<file path="config.mk">
export PLATFORM = sky130hd
export DESIGN_NAME = keypad_scanner_flat
export DESIGN_NICKNAME = d
export VERILOG_FILES = /design/src/rtl/keypad_scanner_if.sv /design/src/rtl/keypad_scanner.sv /design/src/flat_wrapper.sv
export SDC_FILE = /design/constraint.sdc
export NUM_CORES = 1
export LEC_CHECK = 0
export ABC_AREA = 0
export ABC_CLOCK_PERIOD_IN_PS = 6150
export BUFFER_PORTS_ARGS = -buffer_cell sky130_fd_sc_hd__buf_2
export CAP_MARGIN = 20
export CORE_MARGIN = 8
export CORE_UTILIZATION = 39
export DETAILED_ROUTE_END_ITERATION = 8
export PLACE_DENSITY = 0.64
export REMOVE_ABC_BUFFERS = 1
export SYNTH_ARGS = -nofsm -noshare
export SYNTH_HDL_FRONTEND = slang
export SYNTH_SLANG_ARGS = --single-unit
</file>
<file path="constraint.sdc">
create_clock -name clk -period 6.15 [get_ports clk]
set_input_delay 0.3075 -clock clk [delete_from_list [all_inputs] [get_ports clk]]
set_output_delay 0.3075 -clock clk [all_outputs]
set_load 0.005 [all_outputs]
</file>
<file path="src/rtl/keypad_scanner_if.sv">
// ============================================================================
//  Module      : keypad_scanner_if
//  Description : Pmod keypad pins plus the debounced key-code outputs.
//  Revision    : 1.0 - initial release
// ============================================================================
`default_nettype none

interface keypad_scanner_if;
    logic [3:0] col;
    logic [3:0] row;
    logic [3:0] playerB;
    logic       key_valid;
    logic       key_press;

    modport master (
        output col,
        output playerB,
        output key_valid,
        output key_press,
        input  row
    );

    modport slave (
        input  col,
        input  playerB,
        input  key_valid,
        input  key_press,
        output row
    );
endinterface

`default_nettype wire

</file>
<file path="src/rtl/keypad_scanner.sv">
// ============================================================================
//  Module      : keypad_scanner
//  Description : 4x4 keypad column scanner with frame-level debounce that
//                drives the player B key code. Optional macro
//                KEYPAD_ONESHOT_EN makes playerB a one-cycle pulse per press.
//  Revision    : 1.0 - initial release
// ============================================================================
`default_nettype none

module keypad_scanner #(
    parameter logic [15:0] SCAN_CYCLES    = 16'd50000,
    parameter logic [7:0]  DEBOUNCE_SCANS = 8'd4
) (
    input  wire logic         clk,
    input  wire logic         rst,
    keypad_scanner_if.master  kp
);

    logic [3:0]  row_meta_q, row_meta_d;
    logic [3:0]  row_s_q,    row_s_d;
    logic [15:0] cyc_q,      cyc_d;
    logic [1:0]  col_idx_q,  col_idx_d;
    logic [3:0]  col_q,      col_d;
    logic        acc_hit_q,  acc_hit_d;
    logic [3:0]  acc_code_q, acc_code_d;
    logic [4:0]  cand_q,     cand_d;
    logic [7:0]  stable_cnt_q, stable_cnt_d;
    logic [4:0]  commit_q,   commit_d;
    logic [3:0]  player_b_q, player_b_d;
    logic        key_press_q, key_press_d;

    logic        win_end;
    logic        row_found;
    logic [1:0]  row_first;
    logic        obs_hit;
    logic [3:0]  obs_code;

    function automatic logic [3:0] key_code(input logic [1:0] r, input logic [1:0] c);
        logic [3:0] code;
        case ({r, c})
            4'b00_00: code = 4'h1;
            4'b00_01: code = 4'h2;
            4'b00_10: code = 4'h3;
            4'b00_11: code = 4'hA;
            4'b01_00: code = 4'h4;
            4'b01_01: code = 4'h5;
            4'b01_10: code = 4'h6;
            4'b01_11: code = 4'hB;
            4'b10_00: code = 4'h7;
            4'b10_01: code = 4'h8;
            4'b10_10: code = 4'h9;
            4'b10_11: code = 4'hC;
            4'b11_00: code = 4'h0;
            4'b11_01: code = 4'hF;
            4'b11_10: code = 4'hE;
            default:  code = 4'hD;
        endcase
        return code;
    endfunction

    assign win_end = (cyc_q == SCAN_CYCLES - 16'd1);

    always_comb begin
        row_meta_d   = kp.row;
        row_s_d      = row_meta_q;
        cyc_d        = cyc_q + 16'd1;
        col_idx_d    = col_idx_q;
        col_d        = col_q;
        acc_hit_d    = acc_hit_q;
        acc_code_d   = acc_code_q;
        cand_d       = cand_q;
        stable_cnt_d = stable_cnt_q;
        commit_d     = commit_q;
        key_press_d  = 1'b0;
`ifdef KEYPAD_ONESHOT_EN
        player_b_d   = 4'h0;
`else
        player_b_d   = player_b_q;
`endif

        // Descending loop leaves the lowest-numbered low row as the winner.
        row_found = 1'b0;
        row_first = 2'd0;
        for (int r = 3; r >= 0; r--) begin
            if (!row_s_q[r]) begin
                row_found = 1'b1;
                row_first = 2'(r);
            end
        end

        // An earlier column's hit always outranks the current column.
        obs_hit  = acc_hit_q | row_found;
        obs_code = acc_hit_q ? acc_code_q :
                   (row_found ? key_code(row_first, col_idx_q) : 4'h0);

        if (win_end) begin
            cyc_d     = 16'd0;
            col_idx_d = col_idx_q + 2'd1;
            col_d     = ~(4'b0001 << col_idx_d);
            if (col_idx_q == 2'd3) begin
                acc_hit_d  = 1'b0;
                acc_code_d = 4'h0;
                if ({obs_hit, obs_code} == cand_q) begin
                    if (stable_cnt_q < DEBOUNCE_SCANS)
                        stable_cnt_d = stable_cnt_q + 8'd1;
                end else begin
                    cand_d       = {obs_hit, obs_code};
                    stable_cnt_d = 8'd1;
                end
            end else begin
                acc_hit_d  = obs_hit;
                acc_code_d = obs_code;
            end
        end

        if ((stable_cnt_q == DEBOUNCE_SCANS) && (cand_q != commit_q)) begin
            commit_d    = cand_q;
            player_b_d  = cand_q[3:0];
            key_press_d = cand_q[4];
        end
    end

    always_ff @(posedge clk) begin
        if (rst) begin
            // Synchroniser clears to the idle (pulled-up) row level.
            row_meta_q   <= 4'hF;
            row_s_q      <= 4'hF;
            cyc_q        <= 16'd0;
            col_idx_q    <= 2'd0;
            col_q        <= 4'b1110;
            acc_hit_q    <= 1'b0;
            acc_code_q   <= 4'h0;
            cand_q       <= 5'd0;
            stable_cnt_q <= 8'd0;
            commit_q     <= 5'd0;
            player_b_q   <= 4'h0;
            key_press_q  <= 1'b0;
        end else begin
            row_meta_q   <= row_meta_d;
            row_s_q      <= row_s_d;
            cyc_q        <= cyc_d;
            col_idx_q    <= col_idx_d;
            col_q        <= col_d;
            acc_hit_q    <= acc_hit_d;
            acc_code_q   <= acc_code_d;
            cand_q       <= cand_d;
            stable_cnt_q <= stable_cnt_d;
            commit_q     <= commit_d;
            player_b_q   <= player_b_d;
            key_press_q  <= key_press_d;
        end
    end

    assign kp.col       = col_q;
    assign kp.playerB   = player_b_q;
    assign kp.key_valid = commit_q[4];
    assign kp.key_press = key_press_q;

endmodule

`default_nettype wire

</file>
<file path="src/flat_wrapper.sv">
// flat-port wrapper written by rule: the top's interface ports become plain ports
module keypad_scanner_flat 
#(
    parameter logic [15:0] SCAN_CYCLES    = 16'd50000,
    parameter logic [7:0]  DEBOUNCE_SCANS = 8'd4
)
  (clk, rst, kp_col, kp_playerB, kp_key_valid, kp_key_press, kp_row);
  keypad_scanner_if kp_i ();
  input  wire logic clk;
  input  wire logic rst;
  output wire logic [$bits(kp_i.col)-1:0] kp_col;
  output wire logic [$bits(kp_i.playerB)-1:0] kp_playerB;
  output wire logic [$bits(kp_i.key_valid)-1:0] kp_key_valid;
  output wire logic [$bits(kp_i.key_press)-1:0] kp_key_press;
  input wire logic [$bits(kp_i.row)-1:0] kp_row;
  assign kp_col = kp_i.col;
  assign kp_playerB = kp_i.playerB;
  assign kp_key_valid = kp_i.key_valid;
  assign kp_key_press = kp_i.key_press;
  assign kp_i.row = kp_row;
  keypad_scanner #(.SCAN_CYCLES(SCAN_CYCLES), .DEBOUNCE_SCANS(DEBOUNCE_SCANS)) u_core (.clk(clk), .rst(rst), .kp(kp_i));
endmodule
</file>
== Word level (Yosys, flattened, before mapping) ==
Memory sizes are Yosys's and may differ from the RTL's.
Index checks and enable logic that the tools add are counted.

* Word-level logic and storage cells: 47
* Output and inout port bits: 10
* Bits in read-only memories: 64
* Memory bits (writable): 0
* Memories: 1
* Bits of input ports: 6
* Flip-flop bits (word level): 58
* Latch bits: 0

{| class="wikitable"
|+ Memories
! name !! words !! width !! rd ports !! clocked after memory_dff !! write ports !! line !! source
|-
| (name not given) || 16 || 4 || 1 || 0 || 0 || keypad_scanner.sv:40 || <nowiki>case ({r, c})</nowiki>
|}

* Shifts and indexed selects: 1
* Muxes and demuxes: 14
* Equality and inequality tests: 6
* Order comparisons: 1
* Bitwise logic cells: 4
* $add $sub $neg: 3
* Reductions and logical operators: 5
* $mul: 0
* Divide/modulo/power cells: 0

{| class="wikitable"
|+ Operators by type and width
! cell !! number
|-
| $add 16x1->16 const B || 1
|-
| $eq 16x16->1 const B || 1
|-
| $mux 8 || 2
|-
| $mux 4 || 3
|-
| $add 8x1->8 const B || 1
|-
| $eq 8x3->1 const B || 1
|-
| $lt 8x3->1 const B || 1
|-
| $mux 2 || 4
|-
| $reduce_and 3->1 || 2
|-
| $eq 5x5->1 || 1
|-
| $mux 1 || 5
|-
| $ne 5x5->1 || 1
|-
| $not 4->4 || 1
|-
| $reduce_or 2->1 || 2
|-
| $shl 1x2->4 const A || 1
|-
| $add 2x1->2 const B || 1
|-
| $eq 2x2->1 const B || 1
|-
| $ne 2x2->1 const B || 1
|-
| $not 1->1 || 2
|-
| $logic_and 1x1->1 || 1
|-
| $or 1x1->1 || 1
|}

== Depth between registers and ports, before layout ==
An unclocked memory read counts as a cell.

* Word-level depth: 10
* Mapped depth: 8
* Gate-level depth less buffers: 8

== Worst setup path before layout ==
OpenSTA, ideal clock, no wires.

* Path type: register to register
* From: reg u_core.col_idx_q[0]
* To: reg u_core.cand_q[3]
* Clock period less this slack: 2355 ps
* Library setup time: 116 ps
* Arrival: 2239 ps
* Stages on the path, launching flop included: 9
* Path slack: 3795 ps
* Required time: 6034 ps
* Cells stage by stage: dfxtp_1 inv_1 ha_1 nor3b_1 nor2_1 o311a_1 a2111o_1 o21a_1 o211a_1

* Cells in the longest elaborated chain, start to end: 6
* Elaborated cells between the ends (all ways): 7
* Classes of those cells: eq/ne (2); mux (2); bitwise (1); reduce/logical (1); memory (1)

{| class="wikitable"
|+ Ends and longest elaborated chain
! item !! line !! source
|-
| from (decl) || keypad_scanner.sv:22 || <nowiki>logic [1:0] col_idx_q, col_idx_d;</nowiki>
|-
| from (signal assigned) || keypad_scanner.sv:142 || <nowiki>col_idx_q <= col_idx_d;</nowiki>
|-
| $mem_v2 16x4 || -- ||
|-
| $mux 4 || keypad_scanner.sv:94 || <nowiki>(row_found ? key_code(row_first, col_idx_q) : 4'h0);</nowiki>
|-
| $mux 4 || keypad_scanner.sv:93 || <nowiki>obs_code = acc_hit_q ? acc_code_q :</nowiki>
|-
| $eq 5x5->1 || keypad_scanner.sv:103 || <nowiki>if ({obs_hit, obs_code} == cand_q) begin</nowiki>
|-
| $not 1->1 (no source line) || -- ||
|-
| $reduce_and 3->1 (no source line) || -- ||
|-
| to (signal assigned) || keypad_scanner.sv:146 || <nowiki>cand_q <= cand_d;</nowiki>
|-
| to (decl) || keypad_scanner.sv:26 || <nowiki>logic [4:0] cand_q, cand_d;</nowiki>
|}

Parallel ways exist; a longest one is shown, timed or not.
A chain may end at the register's enable or synchronous reset.

== Final worst setup path ==
* From: reg u_core.cyc_q[0]
* To: reg u_core.stable_cnt_q[1]

* Cells in the longest elaborated chain, start to end: 2

{| class="wikitable"
|+ Ends and longest elaborated chain
! item !! line !! source
|-
| from (decl) || keypad_scanner.sv:21 || <nowiki>logic [15:0] cyc_q, cyc_d;</nowiki>
|-
| from (signal assigned) || keypad_scanner.sv:141 || <nowiki>cyc_q <= cyc_d;</nowiki>
|-
| $eq 16x16->1 || keypad_scanner.sv:61 || <nowiki>assign win_end = (cyc_q == SCAN_CYCLES - 16'd1);</nowiki>
|-
| $reduce_and 3->1 (no source line) || -- ||
|-
| to (signal assigned) || keypad_scanner.sv:147 || <nowiki>stable_cnt_q <= stable_cnt_d;</nowiki>
|-
| to (decl) || keypad_scanner.sv:27 || <nowiki>logic [7:0] stable_cnt_q, stable_cnt_d;</nowiki>
|}

Every way passes these cells.

==> flow_metrics.env <==
export IMPL_synth_distinct_cells=56
export IMPL_r2r_end="u_core.stable_cnt_q[1]"
export IMPL_antenna_found_initial=0
export IMPL_drt_drc_violations_left=0
export IMPL_chipWidth_um=96.7
export IMPL_period_share_pct=49.4
export IMPL_crit_family="simple AND/OR/NAND/NOR gates"
export IMPL_startpoint_type="flip-flop"
export IMPL_cp_arrival_ns=3.29
export IMPL_endpoint_kind="flip-flop"
export IMPL_hold_viol=0
export IMPL_cp_required_ns=6.41
export IMPL_diodes=0
export IMPL_cts_made_buffers=5
export IMPL_rsz0062_at_grt="no"
export IMPL_whs_ns=0.177
export IMPL_fin_ws_ns=3.11
export IMPL_fin_nets=303
export IMPL_rrSetupSlack_ns=3.11
export IMPL_min_to="u_core.row_meta_q[2]"
export IMPL_boundaryPins=16
export IMPL_yosysWarningCount=0
export IMPL_slew_viol_final=0
export IMPL_max_freq_mhz=329
export IMPL_wire_per_inst_um=13.4
export IMPL_worst_slew_pin_slew_ns=0.800
export IMPL_dieArea_um2=9360
export IMPL_synth_edf_count=0
export IMPL_utilization_pct=43.4
export IMPL_syn_area_um2=2540
export IMPL_grt_pass1_vias=1830
export IMPL_cts_setup_buffers=0
export IMPL_critPathBufInv=0
export IMPL_r2r_start="u_core.cyc_q[0]"
export IMPL_powerDensity_nw_per_um2=222
export IMPL_final_cell_mix="54 x dfxtp_1, 38 x nor2_1, 19 x nand2_1"
export IMPL_dpl_hpwl_um=3470
export IMPL_placed_cells=358
export IMPL_stdcell_count=366
export IMPL_status="complete, no violations"
export IMPL_ir_drop_uv=116
export IMPL_io_buffer_count=15
export IMPL_setup_tns_ns=0
export IMPL_grt_ovfl_total=0
export IMPL_synthArstFlopShare_pct=0
export IMPL_final_common_cell="dfxtp_1"
export IMPL_post_place_ws_ns=3.20
export IMPL_leakagePower_nw=1.19
export IMPL_critical_path_cell_chain="ha_1 -> and3_1 -> nand4_1 -> nor2_1 -> nand3b_1 -> nor4_1 -> a41o_1"
export IMPL_syn_inst=280
export IMPL_fp_dieH_um=96.7
export IMPL_cts_root_buf="clkbuf_8"
export IMPL_start_util_pct=40.3
export IMPL_clkSinkCount=54
export IMPL_cts_tree="built"
export IMPL_min_path_type="in2reg"
export IMPL_num_rows=29
export IMPL_syn_avg_cell_area_um2=9.08
export IMPL_finalClockSkew_ns=0.0102
export IMPL_min_period_ns=3.04
export IMPL_hp_start="kp_row[2]"
export IMPL_first_iter_violations=106
export IMPL_hold_depth=2
export IMPL_gp_congestion=0.856
export IMPL_path_class="reg2reg"
export IMPL_path_max_fanout=20
export IMPL_rr_worst_depth=7
export IMPL_clockBufferDepth=2
export IMPL_final_cell_area_um2=2740
export IMPL_max_cap_violations=0
export IMPL_syn_to_final_growth_pct=7.87
export IMPL_ys_ff_latch=54
export IMPL_dpl_instance_area_um2=2640
export IMPL_core_area_um2=6310
export IMPL_ys_seq_area_share_pct=42.5
export IMPL_layout_drive_gt1_share_pct=12.5
export IMPL_clkTransAtPathRegs_ns=0.10
export IMPL_grt_usage_pct=10.6
export IMPL_routed_via_density=5.29
export IMPL_wl_um=4920
export IMPL_ys_flop_type="dfxtp_1"
export IMPL_cts_resized_gates=0
export IMPL_power_total_uw=608
export IMPL_fill_cells=623
export IMPL_clock_latency_ns=0.31
export IMPL_cp_slowest_cell="nor2_1"
export IMPL_drtAntennaViolNets=0
export IMPL_grt_pass1_wl_um=8600
export IMPL_final_setup_viol_count=0
export IMPL_cts_htree_levels=2
export IMPL_cts_hold_buf=0
export IMPL_slew_headroom_pct=46.5
export IMPL_slowest_delay_ns=0.81
export IMPL_grt_max_degree=28
export IMPL_routed_via_count=1936
export IMPL_drt_pass1_iterations=4
[worst max path at each step]
stage                              to  slack [ns]             from  cells past startpoint
4_1_cts        u_core.stable_cnt_q[1]        3.14  u_core.cyc_q[0]                      7
3_5_place_dp   u_core.stable_cnt_q[1]        3.20  u_core.cyc_q[0]                      7
5_1_grt        u_core.stable_cnt_q[0]        2.78  u_core.cyc_q[0]                      7
6_report       u_core.stable_cnt_q[1]        3.11  u_core.cyc_q[0]                      7
3_3_place_gp   u_core.stable_cnt_q[1]        3.34  u_core.cyc_q[0]                      7
2_1_floorplan  u_core.stable_cnt_q[1]        3.74  u_core.cyc_q[0]                      7
[registers in the layout (all words and copies together), names as in the netlist]
register             count
u_core.kp.key_press      1
u_core.stable_cnt_q      8
u_core.kp.col            4
u_core.col_idx_q         2
u_core.cand_q            5
u_core.kp.playerB        3
u_core.row_meta_q        4
u_core.row_s_q           4
u_core.commit_q          2
u_core.cyc_q            16
u_core.acc_code_q        4
u_core.acc_hit_q         1
[routing by layer]
metal	routed length, µm	track usage [%]	up-vias
li1	-	-	996
met2	2180	16.3	21
met3	124	2.35	7
met1	2550	13.8	912
met5	0	0	-
met4	68	4.50	0
[kinds of logic after synthesis]
kind of cell,Yosys count,share of synthesized area [%]
adders and majority gates,9,4.43
AOI/OAI and AO/OA,46,14.2
and+or+nand+nor,118,23.8
xor gates and xnor gates,22,7.58
muxes,8,3.20
buffers and inverters,23,4.33
DFF,54,42.5
[synthesized netlist by cell type (all sizes together), types with 6 or more instances]
master | number | share of area (%)
dfxtp | 54 | 43
nor2 | 38 | 5.6
nand2 | 20 | 3.2
and3 | 15 | 3.7
xor2 | 12 | 4.1
xnor2 | 10 | 3.4
ha | 9 | 4.4
inv | 9 | 1.3
nand3 | 9 | 1.8
clkbuf | 8 | 1.2
or2 | 8 | 2.0
a21oi | 7 | 1.4
mux2i | 7 | 2.8
buf | 6 | 1.8
nor3 | 6 | 1.2
o21ai | 6 | 1.6
[cell type report]
type	count	area [µm²]	area share, %
clock buffers	7	96.3	3.51
inverters	9	33.8	1.23
flip-flops and latches	54	1080	39.4
repair buffers	15	75.1	2.74
well taps	77	96.3	3.51
multi-input cells	203	1350	49.3
clock inverters	1	8.76	0.319
[where the power goes]
part	internal [mW]	leakage, nW	switching, mW
Clock	0.103	0.0544	0.117
Sequential	0.353	0.438	0.00470
Combinational	0.0120	0.696	0.0174
[worst register-to-register path, delay by kind of cell (launching register included)]
kind                       cells  cell delay [ns]
AOI/OAI and AO/OA              1             0.13
adders and majority gates      1             0.23
DFF                            1             0.39
and+or+nand+nor                5             2.26
No activity file was read; power rests on OpenSTA's default activity.
